<file path="config.mk">
export PLATFORM = sky130hd
export DESIGN_NAME = neuron_mac_accumulator_flat
export DESIGN_NICKNAME = d
export VERILOG_FILES = /design/src/rtl/neuron_mac_accumulator_if.sv /design/src/rtl/neuron_mac_accumulator.sv /design/src/flat_wrapper.sv
export SDC_FILE = /design/constraint.sdc
export NUM_CORES = 1
export LEC_CHECK = 0
export CORE_ASPECT_RATIO = 1.4
export CORE_MARGIN = 2
export CORE_UTILIZATION = 45
export CTS_CLUSTER_SIZE = 8
export DETAILED_ROUTE_END_ITERATION = 10
export GPL_TIMING_DRIVEN = 0
export PLACE_DENSITY = 0.69
export SLEW_MARGIN = 20
export SYNTH_ARGS = -nofsm -noshare
export SYNTH_HDL_FRONTEND = slang
export SYNTH_SLANG_ARGS = --single-unit
</file>
<file path="constraint.sdc">
create_clock -name clk -period 10.7 [get_ports clk]
set_clock_uncertainty 0.05 [all_clocks]
set_input_delay 2.14 -clock clk [delete_from_list [all_inputs] [get_ports clk]]
set_output_delay 2.14 -clock clk [all_outputs]
set_load 0.01 [all_outputs]
</file>
<file path="src/rtl/neuron_mac_accumulator_if.sv">
// Stream bundle between the input buffer/weight ROM, one neuron's MAC engine
// and its activation stage.
`timescale 1ns/1ps
interface neuron_mac_accumulator_if;
  logic               start;
  logic signed [20:0] bias;
  logic signed [7:0]  x;
  logic signed [7:0]  w;
  logic               in_valid;
  logic               in_ready;
  logic signed [20:0] acc_out;
  logic               out_valid;
  logic               out_ready;
  logic               busy;

  modport master (
    output start, bias, x, w, in_valid, out_ready,
    input  in_ready, acc_out, out_valid, busy
  );

  modport slave (
    input  start, bias, x, w, in_valid, out_ready,
    output in_ready, acc_out, out_valid, busy
  );
endinterface

</file>
<file path="src/rtl/neuron_mac_accumulator.sv">
// Serial saturating multiply-accumulate for one neuron: bias plus N_INPUTS signed
// byte products, presented as a 21-bit pre-activation sum over valid/ready.
`timescale 1ns/1ps
module neuron_mac_accumulator #(
  parameter int N_INPUTS = 32,
  parameter int CNT_W    = 6
) (
  input  logic                     clk,
  input  logic                     rst,
  neuron_mac_accumulator_if.slave  bus
);

  typedef enum logic [1:0] {
    S_IDLE  = 2'd0,
    S_ACCUM = 2'd1,
    S_DONE  = 2'd2
  } state_t;

  localparam logic signed [20:0] SAT_MAX = 21'sh0FFFFF;
  localparam logic signed [20:0] SAT_MIN = 21'sh100000;
  localparam logic [CNT_W-1:0]   LAST_BEAT = CNT_W'(N_INPUTS - 1);

  state_t             r_state;
  state_t             w_state_next;
  logic signed [20:0] r_acc;
  logic [CNT_W-1:0]   r_count;

  logic signed [15:0] w_prod;
  logic signed [21:0] w_sum;
  logic signed [20:0] w_sat;
  logic               w_beat;
  logic               w_last;
  logic               w_in_ready;
  logic               w_out_valid;
  logic               w_busy;
  logic signed [20:0] w_acc_out;

  assign w_prod = bus.x * bus.w;
  assign w_sum  = {r_acc[20], r_acc} + {{6{w_prod[15]}}, w_prod};

  // Bits 21 and 20 disagree only when the 22-bit sum left the 21-bit range.
  always_comb begin
    w_sat = w_sum[20:0];
    if (w_sum[21] != w_sum[20]) begin
      w_sat = w_sum[21] ? SAT_MIN : SAT_MAX;
    end
  end

  assign w_beat = bus.in_valid && (r_state == S_ACCUM);
  assign w_last = w_beat && (r_count == LAST_BEAT);

  always_comb begin
    w_state_next = r_state;
    w_in_ready   = 1'b0;
    w_out_valid  = 1'b0;
    w_busy       = 1'b0;
    w_acc_out    = '0;
    case (r_state)
      S_IDLE: begin
        if (bus.start) begin
          w_state_next = S_ACCUM;
        end
      end
      S_ACCUM: begin
        w_in_ready = 1'b1;
        w_busy     = 1'b1;
        if (w_last) begin
          w_state_next = S_DONE;
        end
      end
      S_DONE: begin
        w_out_valid = 1'b1;
        w_busy      = 1'b1;
        w_acc_out   = r_acc;
        if (bus.out_ready) begin
          w_state_next = S_IDLE;
        end
      end
      default: begin
        w_state_next = S_IDLE;
      end
    endcase
  end

  always_ff @(posedge clk) begin
    if (rst) begin
      r_state <= S_IDLE;
      r_acc   <= '0;
      r_count <= '0;
    end else begin
      r_state <= w_state_next;
      if (r_state == S_IDLE && bus.start) begin
        r_acc   <= bus.bias;
        r_count <= '0;
      end else if (w_beat) begin
        r_acc   <= w_sat;
        r_count <= r_count + 1'b1;
      end
    end
  end

  assign bus.in_ready  = w_in_ready;
  assign bus.out_valid = w_out_valid;
  assign bus.busy      = w_busy;
  assign bus.acc_out   = w_acc_out;

endmodule

</file>
<file path="src/flat_wrapper.sv">
// flat-port wrapper written by rule: the top's interface ports become plain ports
module neuron_mac_accumulator_flat 
#(
  parameter int N_INPUTS = 32,
  parameter int CNT_W    = 6
)
  (clk, rst, bus_start, bus_bias, bus_x, bus_w, bus_in_valid, bus_out_ready, bus_in_ready, bus_acc_out, bus_out_valid, bus_busy);
  neuron_mac_accumulator_if bus_i ();
  input  logic clk;
  input  logic rst;
  input wire logic [$bits(bus_i.start)-1:0] bus_start;
  input wire logic [$bits(bus_i.bias)-1:0] bus_bias;
  input wire logic [$bits(bus_i.x)-1:0] bus_x;
  input wire logic [$bits(bus_i.w)-1:0] bus_w;
  input wire logic [$bits(bus_i.in_valid)-1:0] bus_in_valid;
  input wire logic [$bits(bus_i.out_ready)-1:0] bus_out_ready;
  output wire logic [$bits(bus_i.in_ready)-1:0] bus_in_ready;
  output wire logic [$bits(bus_i.acc_out)-1:0] bus_acc_out;
  output wire logic [$bits(bus_i.out_valid)-1:0] bus_out_valid;
  output wire logic [$bits(bus_i.busy)-1:0] bus_busy;
  assign bus_i.start = bus_start;
  assign bus_i.bias = bus_bias;
  assign bus_i.x = bus_x;
  assign bus_i.w = bus_w;
  assign bus_i.in_valid = bus_in_valid;
  assign bus_i.out_ready = bus_out_ready;
  assign bus_in_ready = bus_i.in_ready;
  assign bus_acc_out = bus_i.acc_out;
  assign bus_out_valid = bus_i.out_valid;
  assign bus_busy = bus_i.busy;
  neuron_mac_accumulator #(.N_INPUTS(N_INPUTS), .CNT_W(CNT_W)) u_core (.clk(clk), .rst(rst), .bus(bus_i));
endmodule
</file>
==> reports/results.txt <==
Status = completed
Largest net degree at the start of global routing = 15
Global-route wire length before repair = 22100 µm
Slew @ Worst Pin = 0.956 ns
Synth warn = 0
Clk root buf = clkbuf_16
Share of layout cells above drive strength 1 = 6.28%
Clock net sink count = 29
Post-cts gate resize count = 0
Core area = 11900 µm²
Slew Limit Fails = 0
Max Fclk = 121 MHz
Synthesized instance count = 582
R2R cell count = 20
Syn_area_per_cell = 9.42 µm²
DRC = 0
All-Layer GR Usage = 20.3%
CP required = 10.82 ns
Post-CTS setup buffer count = 0
H-tree lvl count = 2
Unique cell type count in the Yosys netlist = 59
Min Tclk post-route = 8.25 ns
Die Ht = 135 µm
Top_reg_cell synth = dfxtp_1
Vias per Instance = 5.27
Final setup vio count = 0
GP Congestion = 0.866
CP Capture Type = register
Hold Crit Endpoint = u_core.r_count[5]
Synth area leader = fa_1
Sequential element share of the synthesized area = 10.6%
Initial DRT Pass Iterations = 5
Most frequent cells after synthesis = inv_1 (108), fa_1 (96), ha_1 (55), and2_1 (48), nand2_1 (47)
Crit Path Max Fanout = 14
Synthesized area = 5480 µm²
Critical path arrival = 8.37 ns
Clock-pin slew of the registers on the worst-case setup and hold paths = 0.05 ns
R2R Setup Slk = 5.50 ns
Detail Placement HPWL = 10900 µm
Setup Crit Path Kind = primary input to register
Initial antenna violation count = 0
Vias = 4218
Global route overflow = 0
Number of synthesized register bits = 29
Most common cell in the netlist = inv_1
Slew margin rel. = 36.2%
Die X = 97.3 µm
Number of max-cap violations = 0
P&R area growth vs syn = 18.0%
Critical R2R Capture = u_core.r_acc[19]
Worst R2R Start = u_core.r_acc[4]
Crit path launch type = primary input
DRT iter0 DRCs = 122
CTS tree = built
Synth area leaders = fa_1 (35%), ha_1 (13%), dfxtp_1 (11%)
Die ar. = 13100 µm²
ANT cells = 0
Port bufs = 63
Setup Total Neg Slack = 0 ns
Post-Route WL = 12500 µm
Vias in the first global route = 4713
Hold_buf cts = 0
Period utilization = 77.1%
Starting Density = 46.1%
Num CTS Buffers = 5
Fin nets = 845
Syn Nets = 775
Async set-reset flop share out of synthesis = 0%
Hold_sp = u_core.r_count[5]
Rows = 47
Clk_lat worst skew = 0.27 ns
HP Class = register to register
RSZ-0062 raised after global routing = no
Deepest clock path buffer count = 2
Post-synth EDFFs = 0
Synth top area share = 35.1%
Final hold vios = 0
Routed Antenna Nets = 0
Hold depth = 2
IO Pins = 66
Routed WL per cell = 15.6 µm
## routing by layer
layer	GRT usage, %	wire length (µm)	vias to the layer above
met5	0	0	-
met4	4.63	229	0
met3	1.97	436	18
met2	38.0	6680	94
met1	25.5	5130	2090
li1	-	-	2016
## layout make-up
| class | count | area, µm² |
|---|---|---|
| Clock inverter | 1 | 30.0 |
| Timing Repair Buffer | 63 | 631 |
| Multi-Input combinational cell | 432 | 4390 |
| Sequential cell | 29 | 581 |
| Buffer | 12 | 96.3 |
| Clock buffer | 7 | 143 |
| Inverter | 109 | 409 |
| Fill cell | 1119 | 5410 |
| Tap cell | 147 | 184 |
## flip-flops by register name, indices dropped and copies added, names as in the netlist
name and count:
u_core.r_count 6, u_core.r_acc 21, u_core.r_state 2
## stage by stage
stage	cells	worst slack (ns)	util, %	cell area (µm²)	hold slack [ns]
4_1_cts	800	2.37	54.4	6470	0.439
3_5_place_dp	792	2.11	53.0	6290	0.431
2_1_floorplan	582	3.36	-	5480	0.403
6_report	800	2.45	54.4	6470	0.435
3_3_place_gp	792	2.21	53.0	6290	0.413
5_1_grt	800	1.94	54.4	6470	0.454
## cell families after synthesis
group | after synthesis | share of synthesized area, %
AND/OR/NAND/NOR | 158 | 14.7
adder cells (fa/ha/maj) | 151 | 47.6
buffers and inverters | 121 | 9.22
AO/OA/AOI/OAI | 98 | 13.6
flip-flops | 29 | 10.6
XOR/XNOR | 23 | 3.81
multiplexers | 2 | 0.365
## how the worst max path moves through the flow
stage | start | endpoint | slack (ns) | cells past startpoint
detailed placement | bus_w[0] | u_core.r_acc[2] | 2.11 | 18
CTS | bus_w[0] | u_core.r_acc[2] | 2.37 | 18
finish | bus_w[0] | u_core.r_acc[2] | 2.45 | 18
floorplan | bus_w[0] | u_core.r_acc[19] | 3.36 | 18
global placement | bus_w[0] | u_core.r_acc[2] | 2.21 | 18
global route | bus_w[0] | u_core.r_acc[4] | 1.94 | 18
## critical path: stages
cell             delay [ns]
clkdlybuf4s50_1        0.64
and2_1                 0.81
inv_1                  0.13
fa_1                   0.51
inv_1                  0.05
fa_1                   0.52
fa_1                   0.46
fa_1                   0.59
fa_1                   0.43
ha_1                   0.38
a21o_1                 0.21
a21oi_2                0.20
a21oi_2                0.10
o2111ai_2              0.24
a21oi_2                0.14
o21ai_2                0.32
nand3_2                0.21
a221oi_1               0.30
## layout by cell type, fill, tap and decap left out, types with 3 or more instances in the layout
cell,synthesis,routed
clkdlybuf4s50_1,0,63
clkbuf_8,2,3
a21oi_2,4,4
and2_1,48,48
o21a_1,3,3
clkbuf_1,5,6
dfxtp_1,29,29
nand4_1,4,4
a21oi_1,15,15
xor2_1,8,8
a31oi_1,4,4
o21ai_0,10,10
fa_1,96,96
a22oi_1,8,8
o21bai_1,5,5
o22ai_1,8,8
clkbuf_16,0,5
nor2_1,33,33
xnor2_1,14,14
nand2b_1,4,4
a21o_1,9,9
a211oi_2,9,9
nand3_1,6,6
inv_1,108,108
ha_1,55,55
a221oi_1,6,6
nand2_1,47,47
Power is not shown: default switching activity piles up to over one toggle a cycle in this logic, so the estimate is an artifact.
